===== src/rtl/mmio_map_pkg.sv =====
// Address map, slave indices, error data and FSM state type for the MMIO decoder.
package mmio_map_pkg;

   localparam int unsigned SEL_W = 2;

   localparam logic [31:0] SRAM_BASE = 32'h0000_0000;
   localparam logic [31:0] SRAM_SIZE = 32'h0001_0000;
   localparam logic [31:0] LED_BASE  = 32'h1000_0000;
   localparam logic [31:0] LED_SIZE  = 32'h0000_0001;
   localparam logic [31:0] UART_BASE = 32'h1000_0004;
   localparam logic [31:0] UART_SIZE = 32'h0000_0004;

   localparam logic [SEL_W-1:0] SLV_SRAM = 2'd0;
   localparam logic [SEL_W-1:0] SLV_LED  = 2'd1;
   localparam logic [SEL_W-1:0] SLV_UART = 2'd2;

   localparam logic [31:0] ERR_DATA = 32'hDEAD_BEEF;

   typedef enum logic [1:0] {
      ST_IDLE   = 2'd0,
      ST_ACCESS = 2'd1,
      ST_RESP   = 2'd2
   } state_t;

   // True when addr falls inside [base, base+size).
   function automatic logic in_range(input logic [31:0] addr,
                                     input logic [31:0] base,
                                     input logic [31:0] size);
      return (addr >= base) && ((addr - base) < size);
   endfunction

endpackage


===== src/rtl/mmio_addr_decode.sv =====
// Combinational address decoder: maps a byte address to a slave index.
module mmio_addr_decode
   import mmio_map_pkg::*;
(
   input  logic [31:0]      addr,
   output logic             hit_c,
   output logic [SEL_W-1:0] sel_c
);

   // Priority-free decode; regions are disjoint, anything else is a miss.
   always_comb begin
      hit_c = 1'b0;
      sel_c = SLV_SRAM;
      if (in_range(addr, SRAM_BASE, SRAM_SIZE)) begin
         hit_c = 1'b1;
         sel_c = SLV_SRAM;
      end else if (in_range(addr, LED_BASE, LED_SIZE)) begin
         hit_c = 1'b1;
         sel_c = SLV_LED;
      end else if (in_range(addr, UART_BASE, UART_SIZE)) begin
         hit_c = 1'b1;
         sel_c = SLV_UART;
      end
   end

endmodule


===== src/rtl/mmio_bus_decoder.sv =====
// CPU-to-slave MMIO bridge: decodes, forwards one access at a time, handles misses and timeouts.
module mmio_bus_decoder
   import mmio_map_pkg::*;
#(
   parameter int unsigned NUM_SLAVES     = 3,
   parameter int unsigned TIMEOUT_CYCLES = 255
) (
   input  logic                     clk,
   input  logic                     rst,
   input  logic                     cpu_valid,
   input  logic [31:0]              cpu_addr,
   input  logic [31:0]              cpu_wdata,
   input  logic [3:0]               cpu_wstrb,
   output logic [31:0]              cpu_rdata,
   output logic                     cpu_ready,
   output logic                     cpu_err,
   output logic [NUM_SLAVES-1:0]    s_valid,
   output logic [31:0]              s_addr,
   output logic [31:0]              s_wdata,
   output logic [3:0]               s_wstrb,
   input  logic [NUM_SLAVES*32-1:0] s_rdata,
   input  logic [NUM_SLAVES-1:0]    s_ready,
   output logic [31:0]              err_addr
);

   localparam int unsigned CNT_W = 16;

   state_t             r_state;
   state_t             w_state_next;
   logic [SEL_W-1:0]   r_sel;
   logic [SEL_W-1:0]   w_sel_next;
   logic [CNT_W-1:0]   r_cnt;
   logic               w_hit;
   logic [SEL_W-1:0]   w_dec_sel;
   logic               w_sel_ready;
   logic [31:0]        w_sel_rdata;
   logic               w_timeout;
   logic               w_resp_err;
   logic [31:0]        w_resp_data;
   logic [31:0]        w_req_addr;

   mmio_addr_decode u_decode (
      .addr  (cpu_addr),
      .hit_c (w_hit),
      .sel_c (w_dec_sel)
   );

   // Pick the ready bit and read-data slice of the selected slave only.
   always_comb begin
      w_sel_ready = 1'b0;
      w_sel_rdata = '0;
      for (int i = 0; i < int'(NUM_SLAVES); i++) begin
         if (r_sel == SEL_W'(i)) begin
            w_sel_ready = s_ready[i];
            w_sel_rdata = s_rdata[32*i +: 32];
         end
      end
   end

   assign w_timeout  = (r_cnt + CNT_W'(1)) == CNT_W'(TIMEOUT_CYCLES);
   assign w_req_addr = (r_state == ST_IDLE) ? cpu_addr : s_addr;

   // Next-state and response selection; slave ready wins over a coincident timeout.
   always_comb begin
      w_state_next = r_state;
      w_sel_next   = r_sel;
      w_resp_err   = 1'b0;
      w_resp_data  = '0;
      case (r_state)
         ST_IDLE: begin
            if (cpu_valid) begin
               w_sel_next = w_dec_sel;
               if (w_hit) begin
                  w_state_next = ST_ACCESS;
               end else begin
                  w_state_next = ST_RESP;
                  w_resp_err   = 1'b1;
                  w_resp_data  = ERR_DATA;
               end
            end
         end
         ST_ACCESS: begin
            if (w_sel_ready) begin
               w_state_next = ST_RESP;
               w_resp_data  = (s_wstrb == 4'd0) ? w_sel_rdata : 32'd0;
            end else if (w_timeout) begin
               w_state_next = ST_RESP;
               w_resp_err   = 1'b1;
               w_resp_data  = ERR_DATA;
            end
         end
         ST_RESP: begin
            w_state_next = ST_IDLE;
         end
         default: begin
            w_state_next = ST_IDLE;
         end
      endcase
   end

   // State register.
   always_ff @(posedge clk or posedge rst) begin
      if (rst) begin
         r_state <= ST_IDLE;
      end else begin
         r_state <= w_state_next;
      end
   end

   // Registered outputs, request latch, slave select and access timer.
   always_ff @(posedge clk or posedge rst) begin
      if (rst) begin
         r_sel     <= '0;
         r_cnt     <= '0;
         s_valid   <= '0;
         s_addr    <= '0;
         s_wdata   <= '0;
         s_wstrb   <= '0;
         cpu_ready <= 1'b0;
         cpu_err   <= 1'b0;
         cpu_rdata <= '0;
         err_addr  <= '0;
      end else begin
         r_sel     <= w_sel_next;
         r_cnt     <= (r_state == ST_ACCESS) ? r_cnt + CNT_W'(1) : '0;
         s_valid   <= (w_state_next == ST_ACCESS) ? (NUM_SLAVES'(1) << w_sel_next) : '0;
         cpu_ready <= (w_state_next == ST_RESP);
         cpu_err   <= (w_state_next == ST_RESP) && w_resp_err;
         if (r_state == ST_IDLE && cpu_valid) begin
            s_addr  <= cpu_addr;
            s_wdata <= cpu_wdata;
            s_wstrb <= cpu_wstrb;
         end
         if (w_state_next == ST_RESP && r_state != ST_RESP) begin
            cpu_rdata <= w_resp_data;
            if (w_resp_err) begin
               err_addr <= w_req_addr;
            end
         end
      end
   end

endmodule

===== config.mk =====
export PLATFORM = sky130hd
export DESIGN_NAME = mmio_bus_decoder
export DESIGN_NICKNAME = d
export VERILOG_FILES = /design/src/rtl/mmio_map_pkg.sv /design/src/rtl/mmio_addr_decode.sv /design/src/rtl/mmio_bus_decoder.sv
export SDC_FILE = /design/constraint.sdc
export NUM_CORES = 1
export LEC_CHECK = 0
export CORE_MARGIN = 2
export CORE_UTILIZATION = 25
export CTS_CLUSTER_SIZE = 40
export DETAILED_ROUTE_END_ITERATION = 10
export SETUP_SLACK_MARGIN = 0.1
export SLEW_MARGIN = 20
export SYNTH_ARGS = -nofsm -noshare
export SYNTH_HDL_FRONTEND = slang
export SYNTH_SLANG_ARGS = --single-unit

===== constraint.sdc =====
create_clock -name clk -period 5.4 [get_ports clk]
set_input_delay 1.08 -clock clk [delete_from_list [all_inputs] [get_ports clk]]
set_output_delay 1.08 -clock clk [all_outputs]
set_load 0.05 [all_outputs]

==> results of run 1 <==
placed cells by master (no fill, tap or decap), drive strengths merged, types with 5 or more instances in the layout:
master,instances
mux2i,36
o21ai,37
nand4,6
clkdlybuf4s50,306
nor2,33
and2,5
nand3,10
nor3,7
nand2,250
nor4,10
a221o,21
a22o,8
a21oi,16
clkbuf,20
dfrtp,157
xor2,6
mux2,65
nand2b,5
inv,13
buf,10
xnor2,11
worst reg2reg max path: cells and delay by family (launching register included):
family	cells	cell delay, ns
AOI/OAI and AO/OA	3	0.66
buffers and inverters	1	0.72
DFF	1	0.52
muxes	1	0.44
and+or+nand+nor	3	1.30
logic make-up (layout without fill, tap and decap cells):
logic type / count (synthesis) / after routing / share of synthesized area, %
buffers and inverters: 58 / 358 / 3.20
AO/OA/AOI/OAI: 99 / 99 / 9.25
multiplexers: 101 / 101 / 15.5
flip-flops: 157 / 157 / 50.7
adder cells (fa/ha/maj): 2 / 2 / 0.323
AND/OR/NAND/NOR: 349 / 349 / 19.1
XOR/XNOR: 17 / 17 / 1.92
final timing paths:
check	endpoint	slack, ns	cells after the start
worst max-delay path	err_addr[28]	1.09	9
worst min-delay path	s_wdata[13]	0.48	2
worst max register to register	err_addr[28]	1.65	8
worst min register to register	s_wdata[13]	0.48	2
max in group asynchronous	s_addr[25]	3.29	3
min in group asynchronous	s_wdata[25]	1.12	3
registers in the layout (all words and copies together), names as in the netlist:
register	cells
s_wstrb	4
err_addr	32
r_state	2
cpu_rdata	32
s_valid	3
s_addr	32
r_sel	2
s_wdata	32
r_cnt	16
cpu_ready	1
cpu_err	1
area by class of cell:
type	count	area, sq um	area share, %
Clock buffer	20	447	3.78
Clock inverter	12	159	1.34
Inverter	10	41.3	0.349
Multi-Input combinational cell	568	3600	30.4
Sequential cell	157	3930	33.2
Tap cell	396	495	4.19
Timing Repair Buffer	316	3150	26.6
layer usage:
metal	GRT usage, %	vias to the layer above	wire length [um]
met3	4.75	13	1730
met5	0	-	0
met1	19.9	3232	11100
met4	3.81	0	314
met2	25.0	212	11800
li1	-	3241	-
power by group:
group | switching (uW) | leakage, uW | internal [uW]
combinational | 663 | 0.00270 | 435
sequential | 74.7 | 0.00188 | 1290
clock | 527 | 0.000292 | 747
per-stage QoR:
step / setup slack (ns) / hold WS, ns / instance area [sq um] / total power, uW / util (%)
floorplan: 1.77 / 0.494 / 7760 / 2030 / -
global placement: 0.691 / 0.456 / 11200 / 2490 / 36.7
detailed placement: 0.651 / 0.461 / 11200 / 2500 / 36.7
CTS: 1.10 / 0.478 / 11800 / 3790 / 38.6
global route: 0.822 / 0.507 / 11800 / 3900 / 38.6
finish: 1.09 / 0.475 / 11800 / 3740 / 38.6
==> run_results.csv, run 1 <==
group,metric,value,unit
outcome,status,"finished clean",
setup_path,crit_slowest_cell,"buf_4",
placed_design,portBuffers,306,
clock_network,post_cts_buffers,0,
detailed_routing,drtIter0Drc,337,
timing,period_share,79.8,%
timing,max_freq,232,MHz
clock_network,cts_buffer_depth,2,
clock_network,clkLatencyLatePin,0.43,ns
timing,finalCriticalPeriod,4.31,ns
placed_design,dp.cells,1447,
timing,max_slew_margin,23.5,%
setup_path,arrival,4.62,ns
yosys,synth_nets,955,
yosys,synth.avg_cell_area,9.90,sq um
grt,grt_pass1_vias,6769,
setup_path,max_stage_delay,0.72,ns
detailed_routing,via_count,6698,
yosys,ys_top_cells_by_count,"250 x nand2_1, 157 x dfrtp_1, 37 x o21ai_0",
grt,antenna_found_initial,0,
yosys,async_reset_ff_share,100,%
setup_path,cp_cell_sequence,"clkdlybuf4s50_1, or3_1, or4_1, nor3_1, mux2_2, nand4_2, o2bb2ai_4, buf_4, mux2_2",
worst_hold_path,worst_hold_path_type,"reg2reg",
yosys,yosysTopAreaCellShare,50.7,%
floorplan,rows,64,
floorplan,fp.dieH,180,um
clock_network,cts_sinks,157,
detailed_routing,antenna_left,0,
cells_and_area,antenna_cells,0,
floorplan,die_w,180,um
setup_path,crit_buf_inv,2,
yosys,synth-edff-count,0,
power,p_leak,0.00488,uW
setup_path,crit_top_cell,"mux2_2",
cells_and_area,syn2layout_area_growth,52.5,%
clock_network,cts_resized,0,
cells_and_area,drive_gt1_share,11.2,%
clock_network,cts_buffers,17,
power,p_per_area,316,mW/mm^2
setup_path,crit_path_end_kind,"register",
setup_path,critPathLaunchType,"input port",
job,cap_violations,0,
timing,finalSetupViolCount,0,
setup_path,worst-path-max-fanout,53,
yosys,yosysWarnings,0,
placed_design,hpwl,17500,um
yosys,syn-cell-area,0.00775,sq mm
detailed_routing,drt-wirelength-per-cell,16.9,um
grt,track_usage,15.4,%
worst_hold_path,hold_start,"s_wdata[13]",
yosys,synth_top_area_cell,"dfrtp_1",
timing,skew,0.0156,ns
floorplan,core,0.0306,sq mm
yosys,ys.flop_type,"dfrtp_1",
clock_network,clkTransAtPathRegs,0.07,ns
yosys,synth_top_cells_by_area,"dfrtp_1 51%, nand2_1 12%, mux2_4 5.6%",
setup_path,crit_path_start,"cpu_addr[6]",
cells_and_area,final_cells,1479,
detailed_routing,finalWirelength,25000,um
clock_network,clockRootBuffer,"clkbuf_16",
placed_design,place_congestion,0.855,
timing,finalMaxSlewViolations,0,
yosys,ys_seq_elements,157,
cells_and_area,n_fill_cell,3049,
yosys,yosysMostFrequentCell,"nand2_1",
detailed_routing,drc,0,
power,peakVddDrop,0.184,mV
setup_path,timing.rr.start,"r_cnt[3]",
clock_network,cts_max_level,4,
timing,hold_viol_final,0,
yosys,synth-seq-area-share,50.7,%
timing,grt_setup_unrepaired,"no",
detailed_routing,avgViaCountPerCell,4.53,
grt,grt_max_degree,158,
cells_and_area,finish.net_count,1242,
yosys,synth.distinct_cells,49,
clock_network,cts_tree,"built",
grt,grt_overflow_total,0,
timing,setup_tns,0,ns
setup_path,criticalPathCategory,"in2reg",
setup_path,cpLargestDelayFamily,"simple AND/OR/NAND/NOR gates",
grt,grt_pass1_wl,40000,um
timing,tightest_slew,1.15,ns
detailed_routing,dr.pass1.iters,4,
yosys,syn_inst,783,
clock_network,cts_hold_buffers,0,
floorplan,ios,307,
floorplan,start_util,25.3,%
floorplan,die-area,0.0324,sq mm
setup_path,crit_required,5.71,ns
(Power assumes the default switching activity.)
==> run 2, diff against run 1 <==
==> constraint.sdc (replaced) <==
create_clock -name clk -period 3.6 [get_ports clk]
set_input_delay 0.72 -clock clk [delete_from_list [all_inputs] [get_ports clk]]
set_output_delay 0.72 -clock clk [all_outputs]
set_load 0.05 [all_outputs]
==> run_results.csv, run 2 (same netlist as run 1, synthesis figures left out) <==
group,metric,value,unit
outcome,status,"finished clean",
setup_path,cp_cell_sequence,"clkdlybuf4s50_1, or3_1, or4_1, buf_4, nor3_1, mux2_2, nand4_2, o2bb2ai_4, buf_12, mux2_2",
power,peakVddDrop,0.256,mV
timing,grt_setup_unrepaired,"no",
detailed_routing,finalWirelength,25700,um
detailed_routing,avgViaCountPerCell,4.55,
setup_path,criticalPathCategory,"in2reg",
clock_network,clockRootBuffer,"clkbuf_16",
cells_and_area,syn2layout_area_growth,57.2,%
clock_network,cts_sinks,157,
clock_network,clkTransAtPathRegs,0.07,ns
detailed_routing,dr.pass1.iters,4,
floorplan,fp.dieH,180,um
setup_path,max_stage_delay,0.49,ns
floorplan,rows,64,
cells_and_area,drive_gt1_share,14.5,%
placed_design,hpwl,18400,um
floorplan,die_w,180,um
clock_network,post_cts_buffers,0,
setup_path,cpLargestDelayFamily,"simple AND/OR/NAND/NOR gates",
clock_network,cts_tree,"built",
clock_network,cts_max_level,4,
grt,track_usage,15.9,%
worst_hold_path,hold_end,"s_wdata[28]",
timing,tightest_slew,0.871,ns
detailed_routing,drc,0,
timing,period_share,95.1,%
floorplan,start_util,25.3,%
timing,max_slew_margin,41.9,%
power,p_per_area,464,mW/mm^2
cells_and_area,final_cell_mix,"306 x clkdlybuf4s50_1, 249 x nand2_1, 156 x dfrtp_1",
setup_path,crit_slowest_cell,"or4_1",
power,power.total,5650,uW
setup_path,cp_num_cells,10,
timing,skew,0.0212,ns
setup_path,crit_buf_inv,3,
grt,grt_max_degree,108,
setup_path,crit_required,3.92,ns
clock_network,cts_buffers,17,
setup_path,timing.rr.start,"r_cnt[2]",
grt,grt_overflow_total,0,
worst_hold_path,hold_depth,2,
job,cap_violations,0,
cells_and_area,antenna_cells,0,
grt,grt_pass1_wl,41100,um
setup_path,crit_top_cell,"mux2_2",
worst_hold_path,hold_start,"s_wdata[28]",
power,p_leak,0.00509,uW
grt,antenna_found_initial,0,
timing,setup_tns,0,ns
setup_path,worst-path-max-fanout,17,
setup_path,r2r-end,"err_addr[29]",
detailed_routing,via_count,6914,
timing,finalSetupViolCount,0,
clock_network,cts_resized,0,
placed_design,postPlaceCellArea,0.0116,sq mm
clock_network,clkLatencyLatePin,0.44,ns
setup_path,r2r_slack,0.36,ns
floorplan,ios,307,
timing,max_freq,292,MHz
detailed_routing,drtIter0Drc,357,
timing,finalCriticalPeriod,3.42,ns
grt,grt_pass1_vias,6902,
detailed_routing,antenna_left,0,
cells_and_area,mostFrequentLayoutCell,"clkdlybuf4s50_1",
floorplan,core,0.0306,sq mm
placed_design,portBuffers,306,
clock_network,cts_hold_buffers,0,
worst_hold_path,worst_hold_path_type,"reg2reg",
setup_path,rr_worst_depth,8,
cells_and_area,finish.net_count,1281,
setup_path,crit_path_end_kind,"register",
placed_design,place_congestion,0.792,
cells_and_area,stdcell_area,0.0122,sq mm
timing,finalMaxSlewViolations,0,
setup_path,arrival,3.74,ns
setup_path,critPathLaunchType,"input port",
clock_network,cts_buffer_depth,2,
timing,hold_viol_final,0,
floorplan,die-area,0.0324,sq mm
detailed_routing,drt-wirelength-per-cell,16.9,um
run 2: per-layer routing:
layer	wire length [um]	global-route usage (%)	up-vias
met4	306	3.58	0
met3	1930	5.54	15
met1	11300	20.4	3337
li1	-	-	3331
met2	12100	25.9	231
met5	0	0	-
run 2: worst max-delay path by stage:
stage | start | to | slack (ns)
2_1_floorplan | cpu_addr[6] | err_addr[10] | 0.33
3_3_place_gp | cpu_addr[6] | err_addr[29] | -0.27
3_5_place_dp | cpu_addr[6] | err_addr[29] | -0.28
4_1_cts | cpu_addr[6] | err_addr[29] | 0.18
5_1_grt | cpu_addr[11] | err_addr[29] | 0.1
6_report | cpu_addr[6] | err_addr[29] | 0.18
run 2: tightest hold or removal path: cells and delay by family, from the launching register on:
family | cells | cell delay (ns)
simple gates | 2 | 0.10
flops | 1 | 0.34
run 2: power breakdown:
group | internal (uW) | total (uW) | switching [uW] | leakage [uW]
combinational | 683 | 1690 | 1010 | 0.00291
clock | 1070 | 1910 | 840 | 0.000297
sequential | 1940 | 2050 | 110 | 0.00188
run 2: through the flow:
step / instances / utilization (%) / hold WS, ns / setup WS (ns)
3_5_place_dp: 1486 / 37.8 / 0.461 / -0.282
2_1_floorplan: 783 / - / 0.494 / 0.334
5_1_grt: 1518 / 39.8 / 0.499 / 0.0991
3_3_place_gp: 1486 / 37.8 / 0.457 / -0.270
6_report: 1518 / 39.8 / 0.474 / 0.176
4_1_cts: 1518 / 39.8 / 0.478 / 0.179
run 2: final cells by class:
cell class	count	area (sq um)
inverters	10	41.3
repair buffers	355	3510
clock inverters	14	169
well taps	396	495
fillers	3001	18400
flip-flops and latches	157	3930
multi-input cells	568	3600
clock buffers	18	439
